===== src/rtl/fetch_datapath_pkg.sv =====
// Shared definitions for the multicycle fetch datapath: next-PC select
// encodings, instruction-register fill state and the default reset PC.
package fetch_datapath_pkg;

    localparam logic [31:0] DEFAULT_RESET_PC = 32'h0000_0000;

    typedef enum logic [1:0] {
        PCSRC_ALU    = 2'b00,
        PCSRC_ALUOUT = 2'b01,
        PCSRC_JUMP   = 2'b10,
        PCSRC_HOLD   = 2'b11
    } pcsrc_e;

    typedef enum logic {
        ST_EMPTY = 1'b0,
        ST_VALID = 1'b1
    } fill_state_e;

endpackage


===== src/rtl/fetch_datapath_flopenr.sv =====
// Parameterised-width enable register with synchronous active-low reset;
// holds the PC and the instruction register.
module flopenr #(
    parameter int               WIDTH     = 32,
    parameter logic [WIDTH-1:0] RESET_VAL = '0
) (
    input  logic             clk,
    input  logic             reset,
    input  logic             en,
    input  logic [WIDTH-1:0] d,
    output logic [WIDTH-1:0] q
);

    logic [WIDTH-1:0] q_d;
    logic [WIDTH-1:0] q_q;

    always_comb begin
        q_d = q_q;
        if (en) q_d = d;
    end

    always_ff @(posedge clk) begin
        if (!reset) q_q <= RESET_VAL;
        else        q_q <= q_d;
    end

    assign q = q_q;

endmodule


===== src/rtl/fetch_datapath.sv =====
// Multicycle fetch datapath: PC, IR, MDR and ALUOut registers plus address
// and next-PC muxing. Define FETCH_JUMP_EN to enable the pcsrc=10 jump target.
module fetch_datapath
    import fetch_datapath_pkg::*;
#(
    parameter logic [31:0] RESET_PC = DEFAULT_RESET_PC
) (
    input  logic        clk,
    input  logic        reset,
    input  logic        pcen,
    input  logic        irwrite,
    input  logic        iord,
    input  logic [1:0]  pcsrc,
    input  logic [31:0] aluresult,
    input  logic [31:0] readdata,
    output logic [31:0] adr,
    output logic [31:0] pc,
    output logic [31:0] instr,
    output logic [31:0] data,
    output logic [31:0] aluout,
    output logic [5:0]  op,
    output logic [5:0]  funct,
    output logic        instr_valid,
    output logic [31:0] instr_count
);

    logic [31:0] pcnext;
    logic [31:0] data_d, data_q;
    logic [31:0] aluout_d, aluout_q;
    logic [31:0] instr_count_d, instr_count_q;
    fill_state_e state_q;
    logic        instr_valid_q;

    // Jump target splices the pre-edge PC region with the IR's 26-bit index.
    always_comb begin
        pcnext = pc;
        case (pcsrc_e'(pcsrc))
            PCSRC_ALU:    pcnext = aluresult;
            PCSRC_ALUOUT: pcnext = aluout_q;
`ifdef FETCH_JUMP_EN
            PCSRC_JUMP:   pcnext = {pc[31:28], instr[25:0], 2'b00};
`endif
            default:      pcnext = pc;
        endcase
    end

    flopenr #(.WIDTH(32), .RESET_VAL(RESET_PC)) u_pc_reg (
        .clk   (clk),
        .reset (reset),
        .en    (pcen),
        .d     (pcnext),
        .q     (pc)
    );

    flopenr #(.WIDTH(32), .RESET_VAL(32'h0)) u_instr_reg (
        .clk   (clk),
        .reset (reset),
        .en    (irwrite),
        .d     (readdata),
        .q     (instr)
    );

    always_comb begin
        data_d        = readdata;
        aluout_d      = aluresult;
        instr_count_d = instr_count_q;
        if (irwrite) instr_count_d = instr_count_q + 32'd1;
    end

    always_ff @(posedge clk) begin
        if (!reset) begin
            data_q        <= '0;
            aluout_q      <= '0;
            instr_count_q <= '0;
        end else begin
            data_q        <= data_d;
            aluout_q      <= aluout_d;
            instr_count_q <= instr_count_d;
        end
    end

    // IR fill tracker: leaves EMPTY on the first IR write, only reset returns it.
    always_ff @(posedge clk) begin
        if (!reset) begin
            state_q       <= ST_EMPTY;
            instr_valid_q <= 1'b0;
        end else begin
            case (state_q)
                ST_EMPTY: if (irwrite) begin
                    state_q       <= ST_VALID;
                    instr_valid_q <= 1'b1;
                end
                default: begin
                    state_q       <= ST_VALID;
                    instr_valid_q <= 1'b1;
                end
            endcase
        end
    end

    assign adr         = iord ? aluout_q : pc;
    assign data        = data_q;
    assign aluout      = aluout_q;
    assign instr_valid = instr_valid_q;
    assign instr_count = instr_count_q;
    assign op          = instr_valid_q ? instr[31:26] : 6'd0;
    assign funct       = instr_valid_q ? instr[5:0]   : 6'd0;

endmodule

===== config.mk =====
export PLATFORM = sky130hd
export DESIGN_NAME = fetch_datapath
export DESIGN_NICKNAME = d
export VERILOG_FILES = /design/src/rtl/fetch_datapath_pkg.sv /design/src/rtl/fetch_datapath_flopenr.sv /design/src/rtl/fetch_datapath.sv
export SDC_FILE = /design/constraint.sdc
export NUM_CORES = 1
export LEC_CHECK = 0
export BUFFER_PORTS_ARGS = -buffer_cell sky130_fd_sc_hd__buf_4
export CORE_MARGIN = 2
export CORE_UTILIZATION = 43
export DETAILED_ROUTE_END_ITERATION = 16
export PLACE_DENSITY = 0.72
export SLEW_MARGIN = 25
export SYNTH_ARGS = -nofsm -noshare
export SYNTH_HDL_FRONTEND = slang
export SYNTH_HIERARCHICAL = 1
export SYNTH_SLANG_ARGS = --single-unit

===== constraint.sdc =====
create_clock -name clk -period 3.2 [get_ports clk]
set_clock_uncertainty 0.2 [all_clocks]
set_input_delay 0.16 -clock clk [delete_from_list [all_inputs] [get_ports clk]]
set_output_delay 0.16 -clock clk [all_outputs]
set_load 0.1 [all_outputs]

==> impl_metrics.toml <==
[run_status]
status = "completed"

[global_route]
grt_use_total = 0.204
grt_max_degree = 68
grt_pass1_vias = 5427
antenna_found_initial = 0
grt_first_pass_wirelength_um = 27300
grt_overflow = 0

[timing]
drv_slew = 0
finalSetupViolCount = 0
fin_tns_setup_ps = 0
post-route-period-util = 0.691
maxSlewHeadroom = 0.607
period_needed_ps = 2210
worst_pin_slew_ps = 589
rsz0062_at_grt = "false"
timing.fmax_mhz = 452
setup_ws_ps = 989
finalHoldViolations = 0

[min_path]
hold_path_class = "in -> reg"
hold_start = "reset"
min_path_cells = 2
hold_end = "u_instr_reg/q[0]"

[die]
initial_core_util = 0.437
die_h_um = 131
die-width_um = 131
fp.coreArea_mm2 = 0.0158
num_io_pins = 276
die_area_mm2 = 0.0171
row_count = 46

[logic_synthesis]
synthCells = 678
synth.area.top_cells = "dfxtp_1 (47%), mux2i_1 (14%), and2_1 (7.0%)"
synth.top_cell.area_share = 0.470
synth_edf_count = 0
ys.flop_type = "dfxtp_1"
ys_seq_area_frac = 0.470
netlist-cell-type-count = 33
avgSynthCellArea_um2 = 10.2
yosysWarnings = 6
synthesis.nets = 750
synth_top_cell_by_area = "dfxtp_1"
syn-cell-area_mm2 = 0.00690
async_reset_ff_frac = 0
ys_ff_latch = 162

[final_layout]
multi_input_area_mm2 = 0.00329
layout-drive-gt1-share = 0.345
fillers = 1280
fin_nets = 1061
area_delta_synth_final_pct = 47.2
diodes = 0
ff_latch_area_mm2 = 0.00324

[drt]
via_count = 5940
wl_um = 18100
drt_iter0_drc = 285
wl_met1_um = 7720
viasPerCell = 4.88
wl_met3_um = 1300
wl_per_cell_um = 14.9
first_pass_iters = 4
drtAntennaViolNets = 0
drc = 0
wl_met2_um = 8820
highest_layer = "met4"

[job]
drv_cap = 0

[power]
seq_power_share = 0.379
switching_share = 0.355
power_frac_comb = 0.262
clkPwrFrac = 0.359
ir_drop_mv = 0.363
power_density_mw_per_mm2 = 566
p_sw_mw = 2.04
p_int_mw = 3.71
leakage_nw = 4.62

[clock_tree]
clockBufferDepth = 2
cts_buffers = 17
clk_transition_reported_paths_ps = 70
cts_sinks = 162
cts_resized = 0
clkLatencyLatePin_ps = 420
cts_tree = "yes"
h-tree-depth = 4
root_buffer = "clkbuf_16"
postCtsSetupBuffers = 0

[placed_design]
port_buffers = 275
hpwlAfterDp_um = 12100
finalWeightedCongestion = 0.782
pre_cts_ws_ps = 1020

[critical_path]
worst_r2r_endpoint = "instr_count[31]"
cp.arrival_ps = 2360
rr_startpoint = "instr_count[4]"
worstSetupPathType = "reg -> reg"
cp_max_fo = 30
r2r_cells = 4
r2r_slack_ps = 990
start_kind = "register"
endpoint_kind = "register"
cp_data_required_time_ps = 3350
-- routing by layer --
| layer | track usage | vias up |
|---|---|---|
| li1 | - | 2942 |
| met1 | 0.239 | 2769 |
| met2 | 0.353 | 210 |
| met4 | 0.0726 | 0 |
| met5 | 0 | - |
| met3 | 0.0611 | 19 |
-- metrics by stage --
stage	hold WS, ps	instance area (um2)	cells	power, mW	util
2_1_floorplan	81.7	6900	678	3.35	-
5_1_grt	89.7	10200	1218	5.94	0.644
3_5_place_dp	175	8900	1121	3.66	0.565
3_3_place_gp	172	8900	1121	3.65	0.565
4_1_cts	63.3	10200	1218	5.78	0.644
6_report	74.4	10200	1218	5.74	0.644
-- area by class of cell --
type,count,area share
well taps,216,0.0266
repair buffers,343,0.270
clock buffers,19,0.0446
inverters,2,0.000739
flip-flops and latches,162,0.319
multi-input cells,463,0.325
clock inverters,13,0.0144
-- placed cells by master, fill, tap and decap left out, drive strengths merged --
cell,count
xor2,8
nor3,2
nor2,15
nand2,43
ha,1
inv,9
nand3,8
nand4,11
bufinv,2
or4,12
and4,5
dfxtp,162
clkinvlp,2
nor2b,64
o21ai,39
or3,7
clkbuf,19
clkinv,2
nor4,1
a21oi,19
dlygate4sd3,65
a21o,1
buf,278
and3,5
and2,77
o31ai,12
mux2i,97
mux2,32
xnor2,4
-- cell usage after synthesis (all sizes together) (2+ instances only) --
library cell and n:
o31ai 12, nor2 15, and2 77, nand4 11, nor3 2, inv 2
and3 5, xor2 8, mux2i 97, buf 23, clkbuf 27, xnor2 4
a21oi 19, nand2 43, or3 7, nor2b 64, and4 5, mux2 32
or4 12, dfxtp 162, o21ai 39, nand3 8
-- critical path, stage by stage, from the launching register on --
cell     delay, ps
dfxtp_1        430
and4_1         390
nand4_4        360
or4_1          610
a21oi_1        150
-- how the worst max path moves through the flow --
stage,endpoint,from,depth (start not counted),slack [ps]
after floorplan,instr_count[21],instr_count[3],6,590
after global placement,instr_count[28],instr_count[3],4,1090
after detailed placement,instr_count[31],instr_count[4],4,1020
after CTS,instr_count[31],instr_count[4],4,990
after global routing,instr_count[29],instr_count[4],4,800
final,instr_count[31],instr_count[4],4,990
-- repair_timing --
action | in CTS | in global routing
endpoints found under the hold margin | 101 | 0
hold buffers | 65 | 0
setup endpoints to repair | 0 | 0
-- sequential cells by signal (all words and copies together) (netlist names) --
register / flops
state_q: 1
aluout: 32
instr_count: 32
instr_valid: 1
data: 32
u_pc_reg/q: 32
u_instr_reg/q: 32
-- logic make-up after synthesis --
group                      Yosys count  synth area share
and+or+nand+nor                    250             0.211
DFF                                162             0.470
muxes                              129             0.193
AOI/OAI and AO/OA                   71            0.0562
buffers and inverters               53            0.0521
xor gates and xnor gates            12            0.0152
adders and majority gates            1           0.00181
-- power by group through the flow --
stage | clock network, mW | registers [mW] | logic, mW
2_1_floorplan | 0 | 2.84 | 0.508
3_3_place_gp | 0 | 2.22 | 1.43
3_5_place_dp | 0 | 2.22 | 1.44
4_1_cts | 2.10 | 2.17 | 1.51
5_1_grt | 2.19 | 2.19 | 1.56
6_report | 2.06 | 2.18 | 1.51
No activity file was read; power rests on OpenSTA's default activity.
